`src/rtl/fifo_pkg.sv`:
```
// rtl/fifo_pkg.sv - shared FIFO width helpers, pointer wrap function and status types
package fifo_pkg;

    typedef enum logic {
        RD_REG  = 1'b0,
        RD_FWFT = 1'b1
    } rd_mode_e;

    typedef struct packed {
        logic full;
        logic empty;
        logic almost_full;
        logic almost_empty;
    } fifo_flags_t;

    function automatic int ptr_w(input int depth);
        return (depth > 1) ? $clog2(depth) : 1;
    endfunction

    function automatic int lvl_w(input int depth);
        return $clog2(depth + 1);
    endfunction

    // Explicit wrap at depth-1 so non power-of-2 depths need no spare entries.
    function automatic logic [31:0] ptr_inc(input logic [31:0] ptr, input logic [31:0] depth);
        return (ptr == depth - 32'd1) ? 32'd0 : ptr + 32'd1;
    endfunction

endpackage

```
`src/rtl/fifo_sync_ext_if.sv`:
```
// rtl/fifo_sync_ext_if.sv - FIFO push/pop/status bundle; FIFO_ERR_FLAGS_EN adds overflow/underflow/err_clear
interface fifo_sync_ext_if #(
    parameter int DEPTH  = 8,
    parameter int DATA_W = 8
);
    import fifo_pkg::*;

    localparam int LVL_W = lvl_w(DEPTH);

    logic              write;
    logic [DATA_W-1:0] write_data;
    logic              read;
    logic [DATA_W-1:0] read_data;
    logic              read_valid;
    logic [LVL_W-1:0]  af_thresh;
    logic [LVL_W-1:0]  ae_thresh;
    logic [LVL_W-1:0]  level;
    logic              full;
    logic              empty;
    logic              almost_full;
    logic              almost_empty;
`ifdef FIFO_ERR_FLAGS_EN
    logic              overflow;
    logic              underflow;
    logic              err_clear;
`endif

    modport master (
        output write, write_data, read, af_thresh, ae_thresh,
`ifdef FIFO_ERR_FLAGS_EN
        output err_clear,
        input  overflow, underflow,
`endif
        input  read_data, read_valid, level, full, empty, almost_full, almost_empty
    );

    modport slave (
        input  write, write_data, read, af_thresh, ae_thresh,
`ifdef FIFO_ERR_FLAGS_EN
        input  err_clear,
        output overflow, underflow,
`endif
        output read_data, read_valid, level, full, empty, almost_full, almost_empty
    );

endinterface

```
`src/rtl/fifo_ram_2p.sv`:
```
// rtl/fifo_ram_2p.sv - DEPTH x DATA_W storage, one synchronous write port, one asynchronous read port
module fifo_ram_2p
    import fifo_pkg::*;
#(
    parameter int DEPTH  = 8,
    parameter int DATA_W = 8,
    localparam int PTR_W = ptr_w(DEPTH)
) (
    input  logic              clk,
    input  logic              we,
    input  logic [PTR_W-1:0]  waddr,
    input  logic [DATA_W-1:0] wdata,
    input  logic [PTR_W-1:0]  raddr,
    output logic [DATA_W-1:0] rdata
);

    logic [DATA_W-1:0] mem [DEPTH];

    always_ff @(posedge clk) begin
        if (we) begin
            mem[waddr] <= wdata;
        end
    end

    assign rdata = mem[raddr];

endmodule

```
`src/rtl/fifo_sync_ext.sv`:
```
// rtl/fifo_sync_ext.sv - single-clock FIFO, any depth, exact level, FWFT option; FIFO_ERR_FLAGS_EN adds sticky error flags
module fifo_sync_ext
    import fifo_pkg::*;
#(
    parameter int DEPTH  = 8,
    parameter int DATA_W = 8,
    parameter int FWFT   = 0
) (
    input  logic           clk,
    input  logic           reset,
    input  logic           clk_enable,
    fifo_sync_ext_if.slave bus
);

    localparam int       PTR_W   = ptr_w(DEPTH);
    localparam int       LVL_W   = lvl_w(DEPTH);
    localparam rd_mode_e RD_MODE = (FWFT != 0) ? RD_FWFT : RD_REG;

    logic [PTR_W-1:0]  wr_ptr;
    logic [PTR_W-1:0]  rd_ptr;
    logic [LVL_W-1:0]  level_q;
    logic [LVL_W:0]    level_next;
    logic [DATA_W-1:0] ram_rdata;
    logic              push_ok;
    logic              pop_ok;
    fifo_flags_t       flags;

    always_comb begin
        flags.full         = (level_q == LVL_W'(DEPTH));
        flags.empty        = (level_q == '0);
        flags.almost_full  = (level_q >= bus.af_thresh);
        flags.almost_empty = (level_q <= bus.ae_thresh);
    end

    // A push at full rides on a same-cycle pop; a pop at empty is never granted.
    assign pop_ok  = clk_enable & bus.read & ~flags.empty;
    assign push_ok = clk_enable & bus.write & (~flags.full | pop_ok);

    assign level_next = {1'b0, level_q}
                      + {{LVL_W{1'b0}}, push_ok}
                      - {{LVL_W{1'b0}}, pop_ok};

    always_ff @(posedge clk) begin
        if (reset) begin
            wr_ptr  <= '0;
            rd_ptr  <= '0;
            level_q <= '0;
        end else if (clk_enable) begin
            if (push_ok) begin
                wr_ptr <= PTR_W'(ptr_inc(32'(wr_ptr), 32'(DEPTH)));
            end
            if (pop_ok) begin
                rd_ptr <= PTR_W'(ptr_inc(32'(rd_ptr), 32'(DEPTH)));
            end
            // MSB marks an impossible wrap below 0; holding keeps level inside 0..DEPTH.
            if (!level_next[LVL_W]) begin
                level_q <= level_next[LVL_W-1:0];
            end
        end
    end

    fifo_ram_2p #(
        .DEPTH  (DEPTH),
        .DATA_W (DATA_W)
    ) u_ram (
        .clk   (clk),
        .we    (push_ok & ~reset),
        .waddr (wr_ptr),
        .wdata (bus.write_data),
        .raddr (rd_ptr),
        .rdata (ram_rdata)
    );

    assign bus.level        = level_q;
    assign bus.full         = flags.full;
    assign bus.empty        = flags.empty;
    assign bus.almost_full  = flags.almost_full;
    assign bus.almost_empty = flags.almost_empty;

    if (RD_MODE == RD_FWFT) begin : g_fwft
        assign bus.read_data  = flags.empty ? '0 : ram_rdata;
        assign bus.read_valid = ~flags.empty;
    end else begin : g_reg
        logic [DATA_W-1:0] rd_data_q;
        logic              rd_valid_q;

        always_ff @(posedge clk) begin
            if (reset) begin
                rd_data_q  <= '0;
                rd_valid_q <= 1'b0;
            end else if (clk_enable) begin
                rd_valid_q <= pop_ok;
                if (pop_ok) begin
                    rd_data_q <= ram_rdata;
                end
            end
        end

        assign bus.read_data  = rd_data_q;
        assign bus.read_valid = rd_valid_q;
    end

`ifdef FIFO_ERR_FLAGS_EN
    logic overflow_q;
    logic underflow_q;
    logic overflow_set;
    logic underflow_set;

    assign overflow_set  = clk_enable & bus.write & ~push_ok;
    assign underflow_set = clk_enable & bus.read & flags.empty;

    // A new error in the clearing cycle keeps the flag set.
    always_ff @(posedge clk) begin
        if (reset) begin
            overflow_q  <= 1'b0;
            underflow_q <= 1'b0;
        end else if (clk_enable) begin
            overflow_q  <= overflow_set  | (overflow_q  & ~bus.err_clear);
            underflow_q <= underflow_set | (underflow_q & ~bus.err_clear);
        end
    end

    assign bus.overflow  = overflow_q;
    assign bus.underflow = underflow_q;
`endif

endmodule

```
`src/flat_wrapper.sv`:
```
// flat-port wrapper written by rule: the top's interface ports become plain ports
module fifo_sync_ext_flat import fifo_pkg::*;
#(
    parameter int DEPTH  = 8,
    parameter int DATA_W = 8,
    parameter int FWFT   = 0
)
  (clk, reset, clk_enable, bus_write, bus_write_data, bus_read, bus_af_thresh, bus_ae_thresh, bus_read_data, bus_read_valid, bus_level, bus_full, bus_empty, bus_almost_full, bus_almost_empty);
  fifo_sync_ext_if #(.DEPTH(DEPTH), .DATA_W(DATA_W)) bus_i ();
  input  logic clk;
  input  logic reset;
  input  logic clk_enable;
  input wire logic [$bits(bus_i.write)-1:0] bus_write;
  input wire logic [$bits(bus_i.write_data)-1:0] bus_write_data;
  input wire logic [$bits(bus_i.read)-1:0] bus_read;
  input wire logic [$bits(bus_i.af_thresh)-1:0] bus_af_thresh;
  input wire logic [$bits(bus_i.ae_thresh)-1:0] bus_ae_thresh;
  output wire logic [$bits(bus_i.read_data)-1:0] bus_read_data;
  output wire logic [$bits(bus_i.read_valid)-1:0] bus_read_valid;
  output wire logic [$bits(bus_i.level)-1:0] bus_level;
  output wire logic [$bits(bus_i.full)-1:0] bus_full;
  output wire logic [$bits(bus_i.empty)-1:0] bus_empty;
  output wire logic [$bits(bus_i.almost_full)-1:0] bus_almost_full;
  output wire logic [$bits(bus_i.almost_empty)-1:0] bus_almost_empty;
  assign bus_i.write = bus_write;
  assign bus_i.write_data = bus_write_data;
  assign bus_i.read = bus_read;
  assign bus_i.af_thresh = bus_af_thresh;
  assign bus_i.ae_thresh = bus_ae_thresh;
  assign bus_read_data = bus_i.read_data;
  assign bus_read_valid = bus_i.read_valid;
  assign bus_level = bus_i.level;
  assign bus_full = bus_i.full;
  assign bus_empty = bus_i.empty;
  assign bus_almost_full = bus_i.almost_full;
  assign bus_almost_empty = bus_i.almost_empty;
  fifo_sync_ext #(.DEPTH(DEPTH), .DATA_W(DATA_W), .FWFT(FWFT)) u_core (.clk(clk), .reset(reset), .clk_enable(clk_enable), .bus(bus_i));
endmodule
```
`config.mk`:
```
export PLATFORM = sky130hd
export DESIGN_NAME = fifo_sync_ext_flat
export DESIGN_NICKNAME = d
export VERILOG_FILES = /design/src/rtl/fifo_pkg.sv /design/src/rtl/fifo_sync_ext_if.sv /design/src/rtl/fifo_ram_2p.sv /design/src/rtl/fifo_sync_ext.sv /design/src/flat_wrapper.sv
export SDC_FILE = /design/constraint.sdc
export NUM_CORES = 1
export LEC_CHECK = 0
export CORE_UTILIZATION = 35
export DETAILED_ROUTE_END_ITERATION = 6
export GPL_TIMING_DRIVEN = 0
export PLACE_DENSITY_LB_ADDON = 0.15
export SLEW_MARGIN = 10
export SYNTH_ARGS = -nofsm -noshare
export SYNTH_HDL_FRONTEND = slang
export SYNTH_SLANG_ARGS = --single-unit
```
`constraint.sdc`:
```
create_clock -name clk -period 4.3 [get_ports clk]
set_input_delay 0.86 -clock clk [delete_from_list [all_inputs] [get_ports clk]]
set_output_delay 0.86 -clock clk [all_outputs]
set_load 0.02 [all_outputs]
```
==> results of run 1 <==
[routing by layer]
metal  GRT usage [%]  vias up  part of all wire (%)
li1                -     1002                     -
met1            19.9     1040                    48
met2            22.9       45                    48
met3            3.70       12                   3.4
met4            5.20        0                   1.4
met5               0        -                     0
[flip-flops by register name, summed over array words and instances (netlist names)]
| register | cells |
|---|---|
| u_core.bus.read_valid | 1 |
| u_core.u_ram.mem | 64 |
| u_core.bus.level | 4 |
| u_core.bus.read_data | 8 |
| u_core.rd_ptr | 3 |
| u_core.wr_ptr | 3 |
[worst paths after layout]
kind / start / to / slack (ns) / depth (start not counted)
setup / recovery: clk_enable / u_core.bus.level[1] / 0.22 / 15
hold reg to reg: u_core.bus.read_valid / u_core.bus.read_valid / 0.46 / 2
hold / removal: u_core.bus.read_valid / u_core.bus.read_valid / 0.46 / 2
setup reg to reg: u_core.bus.level[3] / u_core.bus.level[1] / 0.33 / 16
[area by class of cell]
class                           count  area (µm²)  share of cell area [%]
Multi-Input combinational cell    132        1240                    27.6
Clock inverter                      6         136                    3.03
Buffer                             10        82.6                    1.84
Sequential cell                    83        2300                    51.2
Inverter                           16        60.1                    1.34
Clock buffer                       10         128                    2.84
Tap cell                          136         170                    3.79
Timing Repair Buffer               38         375                    8.35
[through the flow]
step | cell area (µm²) | util, % | total power [mW]
5_1_grt | 4500 | 43.9 | 2.44
2_1_floorplan | 3670 | - | 1.39
6_report | 4500 | 43.9 | 2.32
3_3_place_gp | 4200 | 41.1 | 1.61
4_1_cts | 4500 | 43.9 | 2.34
3_5_place_dp | 4230 | 41.4 | 1.61
[worst register-to-register path, cell delays in order (launching register included)]
cell and delay (ns):
dfxtp_1 0.51, inv_1 0.13, ha_1 0.21, nor3b_2 0.16, or2_1 0.25, buf_6 0.13, inv_2 0.16, buf_6 0.19
ha_1 0.25, inv_1 0.06, ha_1 0.17, inv_1 0.06, fa_1 0.40, nand2b_1 0.18, a21oi_2 0.19, mux2i_1 0.44
mux2_2 0.38
[Yosys cell counts]
library cell and count:
a21o_1 4, a21oi_1 14, a21oi_2 2, buf_12 1, buf_2 2, buf_4 1, buf_6 3, clkbuf_1 3
dfxtp_1 19, edfxtp_1 64, fa_1 1, ha_1 19, inv_1 15, inv_2 1, mux2_1 1, mux2_2 1
mux2i_1 13, mux4_1 8, mux4_2 8, nand2_1 14, nand2b_1 4, nand3_1 1, nand3b_1 1, nand4_1 1
nor2_1 17, nor2b_1 2, nor3b_1 1, nor3b_2 1, nor4_1 2, o211ai_1 1, o21a_1 2, o21ai_0 9
o31ai_1 1, or2_1 1, or3_1 1, xnor2_1 1, xor2_1 1
[power groups by stage]
stage	clock, mW	sequential (mW)	combinational, mW
5_1_grt	0.774	0.957	0.711
6_report	0.732	0.949	0.640
3_3_place_gp	0	0.967	0.641
3_5_place_dp	0	0.968	0.645
2_1_floorplan	0	0.999	0.393
4_1_cts	0.745	0.950	0.648
[logic make-up after synthesis]
kind of cell / synth area share, %
muxes: 14.8
xor gates and xnor gates: 0.477
AOI/OAI and AO/OA: 5.25
DFF: 62.7
and+or+nand+nor: 5.93
buffers and inverters: 3.88
adders and majority gates: 7.02
==> results.md, run 1 <==
* Sw Pwr at 646 µW
* Unrepaired setup endpoints after global routing: no
* Setup crit end kind: flip-flop
* Dpl cells at between 400 and 500
* Worst Hold Slack at roughly 0.46 ns
* Num CTS Buffers at 9
* Mean number of vias per cell at between 4 and 5
* Post-layout min period at 4.08 ns
* Final TNS setup at 0 ns
* Share of cells above drive strength 1 at 13.2%
* Non-filler cells, final at 431
* GRT Total Usage at 14.7%
* Gate power share at between 20 and 30%
* Mapped Nets at 282
* CP startpoint kind: input pin
* Cell Int Power at 1.67 mW
* Yosys cell types at 37
* Initial DRC Count at 101
* Fmax at 245 MHz
* DR DRC count at 0
* Initial Util at 35.9%
* Drt wl/cell at 17.3 µm
* Reg power frac at 40.9%
* TritonCTS clock tree: built
* Mapped Area at approximately 3700 µm²
* Mean post-synth cell area at 15.2 µm²
* Worst hold-check path type: flip-flop to flip-flop
* Root Driver: clkbuf_8
* DRT Wirelength at 7460 µm
* Clock Latency Late Sink at 0.35 ns
* Crit path kind: input pin to flip-flop
* Most frequent cells in the layout: 64 x edfxtp_1, 36 x clkdlybuf4s50_1, 19 x ha_1, 19 x dfxtp_1, 17 x nor2_1
* Crit-path leading delay family: buffers and inverters
* Pin count of the biggest net entering global routing at 15
* Worst slew pin tran at 1.02 ns
* Setup WS post-layout at 0.220 ns
* LEAKAGE at 1.59 nW
* Critical path, cell by cell: clkdlybuf4s50_1 > nand2_1 > or2_1 > buf_6 > inv_2 > buf_6 > ha_1 > inv_1 > ha_1 > inv_1 > fa_1 > nand2b_1 > a21oi_2 > mux2i_1 > mux2_2
* Synth area leader: edfxtp_1
* Grt ovf at 0
* Clock sinks at 83
* Setup Buffers After CTS at 0
* Pwr dens at 516 nW/µm²
* Synth top area share at 52.3%
* Seq cells post-synth at 83
* Max VDD drop at 0.000189 V
* Final net count at 331
* First-pass GRT wire length at 11700 µm
* Max clock buf depth at 2
* P&R area growth vs syn at 22.4%
* Switch share at 27.8%
* Fraction of the yosys area taken by sequential cells at a little over three fifths
* Diode count at 0
* Worst-path clk slew at 0.08 ns
* DP Worst Slack at -0.164 ns
* Crit path largest cell delay at 0.57 ns
* Worst-path fanout max at 10
* Core footprint at 10200 µm²
* Row count at 37
* Fillers at 892
* DIE AREA at 10900 µm²
* Critical Path AT at 4.33 ns
* Top post-synthesis cells by area: edfxtp_1 52%, dfxtp_1 10%, ha_1 6.5%
* RD Place Congestion at between 0.7 and 0.8
* Post-CTS Resized at 0
* Hold Buf Count CTS at 0
* Initial antenna violation count at 0
* Max_slew headroom at a little under a third
* Hpwl dp at 4890 µm
* Setup skew after layout at between 0.007 and 0.008 ns
* Max-Cap Viols at 0
* Mapped Cells at approximately 240
* Slowest-stage cell, CP: clkdlybuf4s50_1
* Worst Path Buf+Inv at 6
* Yosys Warn Count at 0
* Total vias in the final route at 2099
* Clk pwr share at between 30% and 40%
* Port Buffer Count at 36
* H-tree Lvls at 3
* Final setup vio count at 0
* Final Hold Fails at 0
* ANT nets after route at 0
* Vias in the first global route at 2074
* Most common cell after layout, fill and taps aside: edfxtp_1
* Boundary pin count at 38
* Die Ht at between 100 and 150 µm
* Status: complete, no violations
* Crit path required time at approximately 4.6 ns
* Tcrit/Tclk final at between 90% and 100%
* First-pass iteration count of the detailed router at 4
* Final Max Slew Viols at 0
* Die W at approximately 100 µm
Note: power is estimated with default switching activity, not from simulation.
==> run 2: changes to the inputs <==
- CTS_BUF_LIST: default -> sky130_fd_sc_hd__clkbuf_2
==> results.md, run 2 (synthesis results as in run 1) <==
* DRT Wirelength at 7440 µm (-0.24%)
* Clock sinks at 83 (unchanged)
* Pwr dens at 491 nW/µm² (-4.8%)
* Final Hold Fails at 0 (unchanged)
* Row count at 37 (unchanged)
* Die Ht at 104 µm (unchanged)
* Total vias in the final route at 2090 (-0.43%)
* Critical path, cell by cell: inv_1 > ha_1 > nor3b_2 > or2_1 > buf_6 > inv_2 > buf_6 > ha_1 > inv_1 > ha_1 > inv_1 > fa_1 > nand2b_1 > a21oi_2 > mux2i_1 > mux2_1
* Hold Buf Count CTS at 0 (unchanged)
* Biggest register: u_core.u_ram.mem
* Final setup vio count at 0 (unchanged)
* Max_slew headroom at 31.8% (+0.063 points)
* Mean number of vias per cell at 4.85 (-0.43%)
* Port Buffer Count at 36 (unchanged)
* Worst-path fanout max at 10 (unchanged)
* Worst-path clk slew at 0.20 ns (+0.12 ns)
* Initial antenna violation count at 0 (unchanged)
* Crit path required time at 4.71 ns (+0.16 ns)
* Drt wl/cell at 17.3 µm (-0.24%)
* Worst hold-check path type: flip-flop to flip-flop
* Vias in the first global route at 2077 (+0.14%)
* CP startpoint kind: flip-flop
* Setup Buffers After CTS at 0 (unchanged)
* Most common cell after layout, fill and taps aside: edfxtp_1
* Status: complete, no violations
* Max-Cap Viols at 0 (unchanged)
* LEAKAGE at 1.56 nW (-1.5%)
* Boundary pin count at 38 (unchanged)
* Pin count of the biggest net entering global routing at 15 (unchanged)
* Worst slew pin tran at 1.02 ns (-0.000942 ns)
* Max VDD drop at 0.000162 V (-14%)
* Setup crit end kind: flip-flop
* Grt ovf at 0 (unchanged)
* P&R area growth vs syn at 20.3%
* Most frequent cells in the layout: 64 x edfxtp_1, 36 x clkdlybuf4s50_1, 19 x ha_1, 19 x dfxtp_1, 17 x nor2_1
* Die W at 104 µm (unchanged)
* Post-layout min period at 3.97 ns (-0.114 ns)
* ANT nets after route at 0 (unchanged)
* Initial DRC Count at 106 (+5.0%)
* Crit path largest cell delay at 0.54 ns (-0.03 ns)
* Fmax at 252 MHz (+2.9%)
* Setup skew after layout at 0.0251 ns (+0.0178 ns)
* First-pass iteration count of the detailed router at 4 (unchanged)
* Crit path kind: flip-flop to flip-flop
* Num CTS Buffers at 9 (unchanged)
* Non-filler cells, final at 431 (unchanged)
* DR DRC count at 0 (unchanged)
* Number of flip-flops in the largest register at 64 (unchanged)
* TritonCTS clock tree: built
* Tcrit/Tclk final at 92.2% (-2.6 points)
* DIE AREA at 10900 µm² (unchanged)
* Clock Latency Late Sink at 0.52 ns (+0.17 ns)
* Unrepaired setup endpoints after global routing: no
* Final net count at 331 (unchanged)
* Initial Util at 35.9% (unchanged)
* H-tree Lvls at 3 (unchanged)
* Slowest-stage cell, CP: dfxtp_1
* Core footprint at 10200 µm² (unchanged)
* GRT Total Usage at 14.6% (-0.082 points)
* Diode count at 0 (unchanged)
* Final Max Slew Viols at 0 (unchanged)
* Max clock buf depth at 2 (unchanged)
* Final TNS setup at 0 ns (unchanged)
* Critical Path AT at 4.38 ns (+0.05 ns)
* RD Place Congestion at 0.722 (unchanged)
* Root Driver: clkbuf_2
* First-pass GRT wire length at 11600 µm (-0.42%)
* Post-CTS Resized at 0 (unchanged)
* Share of cells above drive strength 1 at 13.6% (+0.34 points)
* Dpl cells at 415 (unchanged)
* Hpwl dp at 4890 µm (unchanged)
[run 2: cell types whose count changed in the layout (fill, tap and decap cells not counted)]
cell	change
clkbuf_8	-9
clkbuf_1	-1
clkbuf_2	+10
[run 2: final timing paths]
check | slack [ns] | to | startpoint | cells past startpoint
max | 0.33 | u_core.bus.level[2] | u_core.bus.level[3] | 16
min | 0.48 | u_core.bus.read_valid | u_core.bus.read_valid | 2
max reg2reg | 0.33 | u_core.bus.level[2] | u_core.bus.level[3] | 16
min reg2reg | 0.48 | u_core.bus.read_valid | u_core.bus.read_valid | 2
[run 2: stage by stage]
step                      util, %  setup slack [ns]  power (mW)  hold slack (ns)  cell area [µm²]
final                        43.2             0.334        2.17            0.475             4420
after global routing         43.2            0.0455        2.30            0.503             4420
after CTS                    43.2             0.304        2.20            0.482             4420
after detailed placement     41.4            -0.164        1.61            0.459             4230
after global placement       41.1            -0.164        1.61            0.452             4200
after floorplan                 -             0.679        1.39            0.503             3670
[run 2: area by class of cell]
cell class                 count  area [µm²]
timing repair buffer          38         375
multi-input combinational    132        1240
clock buffer                  10        50.0
tap                          136         170
inverter                      16        60.1
clock inverter                 6         136
sequential                    83        2300
fill                         910        5810
buffer                        10        82.6
[run 2: routing by layer]
metal	part of all wire, %	GRT usage, %	up-vias
li1	-	-	1002
met3	3.2	3.88	10
met4	1.4	4.59	0
met5	0	0	-
met2	47	22.8	44
met1	48	19.8	1034
[run 2: report_power, final]
| group | switching, mW | internal [mW] | total (mW) |
|---|---|---|---|
| clock | 0.267 | 0.313 | 0.580 |
| sequential | 0.0425 | 0.907 | 0.949 |
| combinational | 0.319 | 0.321 | 0.641 |
| total | 0.629 | 1.54 | 2.17 |
[run 2: worst max-delay path: cells and delay by family, from the launching register on]
family | cells | cell delay [ns]
multiplexers | 2 | 0.81
AND/OR/NAND/NOR | 3 | 0.59
buffers and inverters | 6 | 0.72
adder cells (fa/ha/maj) | 4 | 1.02
flip-flops | 1 | 0.54
AO/OA/AOI/OAI | 1 | 0.19
==> run 3: changes to the inputs <==
- CORE_UTILIZATION: 35 -> 54
==> results.md, run 3 (synthesis results as in run 1) <==
* Status: complete, but fails checks
* Violated checks: design-rule violations
* Worst hold start: u_core.bus.read_valid
* RD Place Congestion at 0.739 (+2.4%)
* Most common cell after layout, fill and taps aside: edfxtp_1
* First-pass iteration count of the detailed router at 6 (+2)
* Clock sinks at 83 (unchanged)
* Hold Path Depth at 2 (unchanged)
* Number of flip-flops in the largest register at 64 (unchanged)
* Grt ovf at 0 (unchanged)
* Worst-path clk slew at 0.21 ns (about the same)
* Pwr dens at 489 nW/µm² (-0.38%)
* Setup crit end kind: flip-flop
* DR DRC count at 3 (+3)
* Total vias in the final route at 2072 (-0.86%)
* Final Hold Fails at 0 (unchanged)
* Tcrit/Tclk final at 90.6% (-1.6 points)
* GRT Total Usage at 21.4% (+6.8 points)
* Max-Cap Viols at 0 (unchanged)
* Final setup vio count at 0 (unchanged)
* Num CTS Buffers at 9 (unchanged)
* Initial Util at 56.9% (+21 points)
* Biggest register: u_core.u_ram.mem
* TritonCTS clock tree: built
* Final TNS setup at 0 ns (unchanged)
* Worst slew pin tran at 0.919 ns (-0.0995 ns)
* Crit path kind: flip-flop to flip-flop
* Core footprint at 6460 µm² (-37%)
* Hold EP: u_core.bus.read_valid
* ANT nets after route at 0 (unchanged)
* CP startpoint kind: flip-flop
* Max_slew headroom at 38.5% (+6.7 points)
* Area of the multi-input gates at 1240 µm² (unchanged)
* Die W at 84.5 µm (-19%)
* Register Area at 2300 µm² (unchanged)
* RR Startpoint: u_core.bus.level[3]
* Unrepaired setup endpoints after global routing: no
* First-pass GRT wire length at 11000 µm (-5.3%)
* Total power at 2.11 mW (-2.5%)
* Post-layout min period at 3.90 ns (-0.0699 ns)
* Fmax at 257 MHz (+1.8%)
* DIE AREA at 7140 µm² (-35%)
* Initial DRC Count at 137 (+29%)
* Max VDD drop at 0.000297 V (+83%)
* Port Buffer Count at 36 (unchanged)
* RR Endpoint: u_core.bus.level[2]
* H-tree Lvls at 3 (unchanged)
* Root Driver: clkbuf_2
* Crit path required time at 4.70 ns (about the same)
* P&R area growth vs syn at 17.6%
* Worst-path fanout max at 10 (unchanged)
* Drt wl/cell at 18.6 µm (+7.6%)
* Most frequent cells in the layout: 64 x edfxtp_1, 36 x clkdlybuf4s50_1, 19 x ha_1, 19 x dfxtp_1, 17 x nor2_1
* Worst hold-check path type: flip-flop to flip-flop
* Setup Buffers After CTS at 0 (unchanged)
* LEAKAGE at 1.56 nW (-0.37%)
* Fillers at 487 (-46%)
* Post-CTS Resized at 0 (unchanged)
* Max clock buf depth at 2 (unchanged)
* Critical Path AT at 4.30 ns (-0.08 ns)
* FF-to-FF setup slack at 0.40 ns (+0.07 ns)
* Hpwl dp at 4680 µm (-4.3%)
* Final net count at 331 (unchanged)
* Hold Buf Count CTS at 0 (unchanged)
* Final Max Slew Viols at 0 (unchanged)
* Die Ht at 84.5 µm (-19%)
* Clock Latency Late Sink at 0.51 ns (about the same)
* Setup skew after layout at 0.0309 ns (+0.00573 ns)
* Initial antenna violation count at 0 (unchanged)
* Diode count at 0 (unchanged)
* Pin count of the biggest net entering global routing at 16 (+1)
* Mean number of vias per cell at 5.57 (+15%)
* DRT Wirelength at 6910 µm (-7.1%)
* R2R depth at 16 (unchanged)
* Vias in the first global route at 2079 (+0.096%)
* Share of cells above drive strength 1 at 13.6% (unchanged)
* Row count at 29 (-22%)
* Boundary pin count at 38 (unchanged)
run 3: cell count changes in the layout (fill, tap and decap cells not counted), sizes merged:
| cell | before | now |
|---|---|---|
| bufinv | 4 | 3 |
| clkinv | 0 | 2 |
| inv | 17 | 18 |
| clkinvlp | 1 | 0 |
| clkbuf | 13 | 12 |
run 3: layer usage:
metal  global-route usage (%)  vias up  share of wire, %
met5                        0        -                 0
met4                     7.40        0              0.69
met3                     4.42        6               6.1
met2                     33.9       63                48
met1                     29.9      995                45
li1                         -     1008                 -
run 3: how the worst max path moves through the flow:
| stage | startpoint | end | slack, ns |
|---|---|---|---|
| after floorplan | u_core.bus.level[3] | u_core.bus.level[1] | 0.68 |
| after global placement | clk_enable | u_core.bus.level[1] | -0.07 |
| after detailed placement | clk_enable | u_core.bus.level[1] | -0.1 |
| after CTS | u_core.bus.level[3] | u_core.bus.level[2] | 0.41 |
| after global routing | u_core.bus.level[3] | u_core.bus.level[2] | 0.22 |
| final | u_core.bus.level[3] | u_core.bus.level[2] | 0.40 |
run 3: layout make-up:
class                   instances  area share (%)
clock buffers                   9            1.04
plain buffers                  10            1.91
well taps                      77            2.23
inverters                      16            1.39
clock inverters                 7            2.81
flip-flops and latches         83            53.3
repair buffers                 38            8.63
multi-input cells             132            28.7
run 3: per-stage QoR:
step / util, % / hold WS, ns / cells / setup WS (ns) / area [µm²]
global placement: 63.9 / 0.459 / 354 / -0.0745 / 4130
floorplan: - / 0.503 / 241 / 0.679 / 3670
finish: 66.9 / 0.489 / 372 / 0.404 / 4320
global route: 66.9 / 0.505 / 372 / 0.220 / 4320
CTS: 66.9 / 0.490 / 372 / 0.408 / 4320
detailed placement: 64.3 / 0.467 / 356 / -0.0965 / 4160
run 3: where the power goes:
group / switching [mW] / leakage [nW] / internal (mW)
combinational: 0.317 / 0.730 / 0.322
clock: 0.271 / 0.0969 / 0.255
sequential: 0.0427 / 0.731 / 0.907
run 3: worst max-delay path: stages, from the launching register on:
cell and delay, ns:
dfxtp_1 0.52, inv_1 0.12, ha_1 0.20, nor3b_2 0.16, or2_1 0.26, buf_6 0.13, inv_2 0.16, buf_6 0.18
ha_1 0.23, inv_1 0.06, ha_1 0.17, inv_1 0.06, fa_1 0.39, nand2b_1 0.17, a21oi_2 0.20, mux2i_1 0.44
mux2_1 0.36
